**src/rtl/change_dispenser.sv**
```systemverilog
`default_nettype none
// ============================================================================
//  Module      : change_dispenser
//  Description : Queues dispense events from the vending FSM together with
//                their change amount. Each event runs one product-motor
//                handshake and then pays the change greedily as 2-cent coins
//                followed by at most one 1-cent coin. Each coin uses its own
//                ejector handshake.
//  Ports       : clk, reset      - clock, synchronous active-high reset
//                d, r            - dispense pulse and change owed (0..7)
//                vend_req/ack    - product-motor handshake
//                coin2_req/coin1_req/coin_ack - coin ejector handshake
//                busy, full, overflow, count   - status
//  Revision    : 1.0  initial release
// ============================================================================
module change_dispenser #(
    parameter int DEPTH = 4
) (
    input  logic                       clk,
    input  logic                       reset,
    input  logic                       d,
    input  logic [2:0]                 r,
    output logic                       vend_req,
    input  logic                       vend_ack,
    output logic                       coin2_req,
    output logic                       coin1_req,
    input  logic                       coin_ack,
    output logic                       busy,
    output logic                       full,
    output logic                       overflow,
    output logic [$clog2(DEPTH):0]     count
);

    localparam int PTR_W = $clog2(DEPTH);
    localparam int CNT_W = PTR_W + 1;
    localparam logic [CNT_W-1:0] C_DEPTH = CNT_W'(DEPTH);

    typedef enum logic [1:0] {
        S_IDLE = 2'd0,
        S_VEND = 2'd1,
        S_PAY  = 2'd2
    } state_t;

    state_t             state_q;
    logic [2:0]         remaining_q;
    logic [2:0]         mem_q [DEPTH];
    logic [PTR_W-1:0]   wr_ptr_q, wr_ptr_d;
    logic [PTR_W-1:0]   rd_ptr_q, rd_ptr_d;
    logic [CNT_W-1:0]   count_q, count_d;
    logic               overflow_q;

    logic               pop_w;
    logic               push_w;
    logic               drop_w;
    logic [2:0]         pay_dec_w;
    logic [2:0]         rem_after_w;

    // FIFO bookkeeping. A full FIFO still accepts a push when the head is
    // popped on the same edge; an empty FIFO never pops, so a push into an
    // empty FIFO is always held for at least one cycle.
    always_comb begin
        pop_w    = (state_q == S_IDLE) && (count_q != '0);
        push_w   = d && ((count_q != C_DEPTH) || pop_w);
        drop_w   = d && !push_w;
        wr_ptr_d = push_w ? wr_ptr_q + PTR_W'(1) : wr_ptr_q;
        rd_ptr_d = pop_w  ? rd_ptr_q + PTR_W'(1) : rd_ptr_q;
        case ({push_w, pop_w})
            2'b10:   count_d = count_q + CNT_W'(1);
            2'b01:   count_d = count_q - CNT_W'(1);
            default: count_d = count_q;
        endcase
        // Greedy payout: a 2-cent coin whenever at least 2 remain.
        pay_dec_w   = (remaining_q >= 3'd2) ? 3'd2 : 3'd1;
        rem_after_w = remaining_q - pay_dec_w;
    end

    // Storage array carries no reset; occupancy is tracked by the pointers.
    always_ff @(posedge clk) begin
        if (!reset && push_w) begin
            mem_q[wr_ptr_q] <= r;
        end
    end

    always_ff @(posedge clk) begin
        if (reset) begin
            state_q     <= S_IDLE;
            remaining_q <= 3'd0;
            wr_ptr_q    <= '0;
            rd_ptr_q    <= '0;
            count_q     <= '0;
            overflow_q  <= 1'b0;
        end else begin
            wr_ptr_q   <= wr_ptr_d;
            rd_ptr_q   <= rd_ptr_d;
            count_q    <= count_d;
            overflow_q <= overflow_q | drop_w;
            case (state_q)
                S_IDLE: begin
                    if (pop_w) begin
                        remaining_q <= mem_q[rd_ptr_q];
                        state_q     <= S_VEND;
                    end
                end
                S_VEND: begin
                    if (vend_ack) begin
                        state_q <= (remaining_q == 3'd0) ? S_IDLE : S_PAY;
                    end
                end
                S_PAY: begin
                    if (coin_ack) begin
                        remaining_q <= rem_after_w;
                        if (rem_after_w == 3'd0) begin
                            state_q <= S_IDLE;
                        end
                    end
                end
                default: begin
                    state_q <= S_IDLE;
                end
            endcase
        end
    end

    // Outputs decode only registered state, so none of them follows an input
    // combinationally.
    assign vend_req  = (state_q == S_VEND);
    assign coin2_req = (state_q == S_PAY) && (remaining_q >= 3'd2);
    assign coin1_req = (state_q == S_PAY) && (remaining_q == 3'd1);
    assign busy      = (state_q != S_IDLE) || (count_q != '0);
    assign full      = (count_q == C_DEPTH);
    assign overflow  = overflow_q;
    assign count     = count_q;

endmodule
`default_nettype wire

```
**config.mk**
```make
export PLATFORM = sky130hd
export DESIGN_NAME = change_dispenser
export DESIGN_NICKNAME = d
export VERILOG_FILES = /design/src/rtl/change_dispenser.sv
export SDC_FILE = /design/constraint.sdc
export NUM_CORES = 1
export LEC_CHECK = 0
export BUFFER_PORTS_ARGS = -buffer_cell sky130_fd_sc_hd__buf_2
export CORE_AREA = 3 3 41 70
export DETAILED_ROUTE_END_ITERATION = 8
export DIE_AREA = 0 0 44 73
export PLACE_DENSITY = 0.79
export RECOVER_POWER = 100
export SKIP_LAST_GASP = 1
export SLEW_MARGIN = 20
export SYNTH_ARGS = -nofsm -noshare
export SYNTH_HDL_FRONTEND = slang
export SYNTH_SLANG_ARGS = --single-unit
```
**constraint.sdc**
```tcl
create_clock -name clk -period 2.85 [get_ports clk]
set_input_delay 0.1425 -clock clk [delete_from_list [all_inputs] [get_ports clk]]
set_output_delay 0.1425 -clock clk [all_outputs]
set_load 0.005 [all_outputs]
```
==> metrics <==
net total in the final layout=146; aggregate routed wire length=2.18 mm; areal power density over the cells=865 nW/um^2; final count of hold timing violations=0; wire per inst=14.1 um; Placement Cell Area=1360 sq um; share of the synthesized area in the top cell type=28.7%; hold depth=1; initial antenna violation count=0; top_reg_cell synth=sky130_fd_sc_hd__dfxtp_1; count of mapped cells out of synthesis=112; data required time at the worst endpoint=3.06 ns; post-DR vias/cell=5.44; ports placed on the boundary=17; quantity of hold-fixing buffers added after cts=0; share of the cycle needed by the critical path after routing=88.3%; clock tree from TritonCTS=built; TNS Setup=0 ns; Syn Nets=127; most instantiated library cell after synthesis=sky130_fd_sc_hd__nor2_1; RePlAce Congestion=0.778; post-CTS setup-driven buffer insertion count=0; cells on worst reg2reg path=8; final worst path period need=2.52 ns; per-instance average area after synthesis=11.2 sq um; Pwr Total=1200 uW; worst hold margin=0.122 ns; arrival time at the worst endpoint=2.73 ns; setup violation total in the final timing report=0; Commonest cells post-synth=sky130_fd_sc_hd__nor2_1 (16), sky130_fd_sc_hd__dfxtp_1 (15), sky130_fd_sc_hd__edfxtp_1 (12), sky130_fd_sc_hd__inv_1 (10), sky130_fd_sc_hd__a21oi_1 (6); Final ANT Viol Nets=0; number of iterations in the first detailed-routing pass=4; count of cells resized by post-cts repair=0; num rows=23; post-synthesis instance area=1260 sq um; Synth area leaders=sky130_fd_sc_hd__edfxtp_1 (29%), sky130_fd_sc_hd__dfxtp_1 (24%), sky130_fd_sc_hd__mux4_2 (5.4%); Fin Clk Skew=0.00360 ns; number of pins with negative max-slew slack in the final report=0; outcome=finished clean; number of buffers on the longest clock path=2; number of global-route vias before repair=878; grt total ovfl=0; Synth warnings=0; transition time of the tightest slew-check pin=0.423 ns; final core occ=59.0%; Synth-to-Final Area Change=10.6%; sum of routed wire segments on met1=813 um; clock-pin slew on the worst setup and hold paths=0.09 ns; height of the die=73 um; unique cell type count in the Yosys netlist=35; buffer cell driving the clock tree root=sky130_fd_sc_hd__clkbuf_8; nature of the critical path startpoint=flip-flop; met3 wire length=54 um; layout cell share with drive strength beyond 1=11.5%; Die Area=3210 sq um; highest routed metal layer=met4; number of clock buffers inserted by TritonCTS=3; tightest slew margin relative to the limit=71.6%; portion of the post-synthesis area used by sequential elements=52.5%; placeable core region=2360 sq um; # clock sinks=27; classification of the worst-slack hold path=in -> reg; pin count of the biggest net entering global routing=17; later-pin clock latency in the skew report=0.27 ns; DRC violation count after routing=0; register bit total from synthesis=27; n_diodes=0; Synth area leader=sky130_fd_sc_hd__edfxtp_1; category of the most critical setup path=reg -> reg; horizontal extent of the die=44 um; top fanout value on the critical path=6; met2 WL=1.25 mm; drt initial violations=16; proportion of synthesized flip-flops having asynchronous set or reset=0%; number of maximum-capacitance constraint violations=0; RSZ-0062 raised after global routing=false; maximum level of the CTS H-tree=1; initial cell density of the core=53.3%; Overall Global Routing Usage=15.2%; kind of end point of the critical path=flip-flop; EDFF count, synth=12; peak clock frequency supported by timing=397 MHz; Final Cell Area=1390 sq um; Leak=0.000531 uW; dpl hpwl=1.66 mm; first-pass GRT wire length=3.59 mm; maximum vdd ir drop=0.463 mV; count of buffers inserted at the top-level ports=16; total number of vias=843
cell usage in the layout, fill, tap and decap left out, drive strengths merged, types with 2 or more instances in the layout:
master  count
nor2       16
dfxtp      15
clkbuf     14
edfxtp     12
inv        10
a21oi       6
nand2       5
ha          5
buf         5
and2        4
o21ai       4
xnor2       3
xor2        3
mux4        3
a31oi       3
nor2b       2
nor4        2
fa          2
nor3        2
or3         2
layout make-up:
| type | count | area, sq um |
|---|---|---|
| inverter | 10 | 37.5 |
| clock buffer | 3 | 41.3 |
| timing repair buffer | 16 | 66.3 |
| fill | 219 | 968 |
| tap | 25 | 31.3 |
| multi-input combinational | 73 | 547 |
| sequential | 27 | 661 |
| clock inverter | 1 | 7.51 |
per-layer routing:
metal,up-vias,global-route usage [%]
li1,424,-
met1,398,15.0
met2,15,27.8
met3,6,2.47
met4,0,9.73
met5,-,0
per-stage QoR:
stage / setup WS [ns] / instances
after detailed placement: 0.399 / 151
after global routing: 0.210 / 155
final: 0.333 / 155
after global placement: 0.514 / 151
after CTS: 0.353 / 155
after floorplan: 0.534 / 112
final timing paths:
path / start / to / slack (ns)
worst max register to register: count[0] / count[2] / 0.33
worst min-delay path: r[2] / mem_q[0][2] / 0.12
worst max-delay path: count[0] / count[2] / 0.33
worst min register to register: overflow / overflow / 0.48
sequential cells by signal (all words and copies together) (netlist names), named ones only:
name / flops
mem_q: 12
count: 3
remaining_q: 3
rd_ptr_q: 2
state_q: 2
wr_ptr_q: 2
overflow: 1
worst max-delay path, cell delays in order, from the launching register on:
cell and delay, ns:
sky130_fd_sc_hd__dfxtp_1 0.38, sky130_fd_sc_hd__or3b_1 0.47, sky130_fd_sc_hd__o21ai_4 0.21, sky130_fd_sc_hd__ha_1 0.23, sky130_fd_sc_hd__inv_1 0.07, sky130_fd_sc_hd__fa_1 0.37, sky130_fd_sc_hd__xor2_1 0.16, sky130_fd_sc_hd__or3_2 0.41
sky130_fd_sc_hd__a21oi_1 0.15
power breakdown:
part	total [uW]	switching (uW)	internal [uW]
registers	539	71.0	468
clock network	216	117	99.2
logic	448	249	199
kinds of logic (layout without fill, tap and decap cells):
logic type	Yosys count	in the layout	synth area share, %
simple gates	39	39	16.2
flops	27	27	52.5
compound gates	17	17	9.06
buf+inv	12	30	3.68
fa+ha+maj	7	7	8.16
xor+xnor	6	6	4.18
mux	4	4	6.17
(Power assumes the default switching activity.)
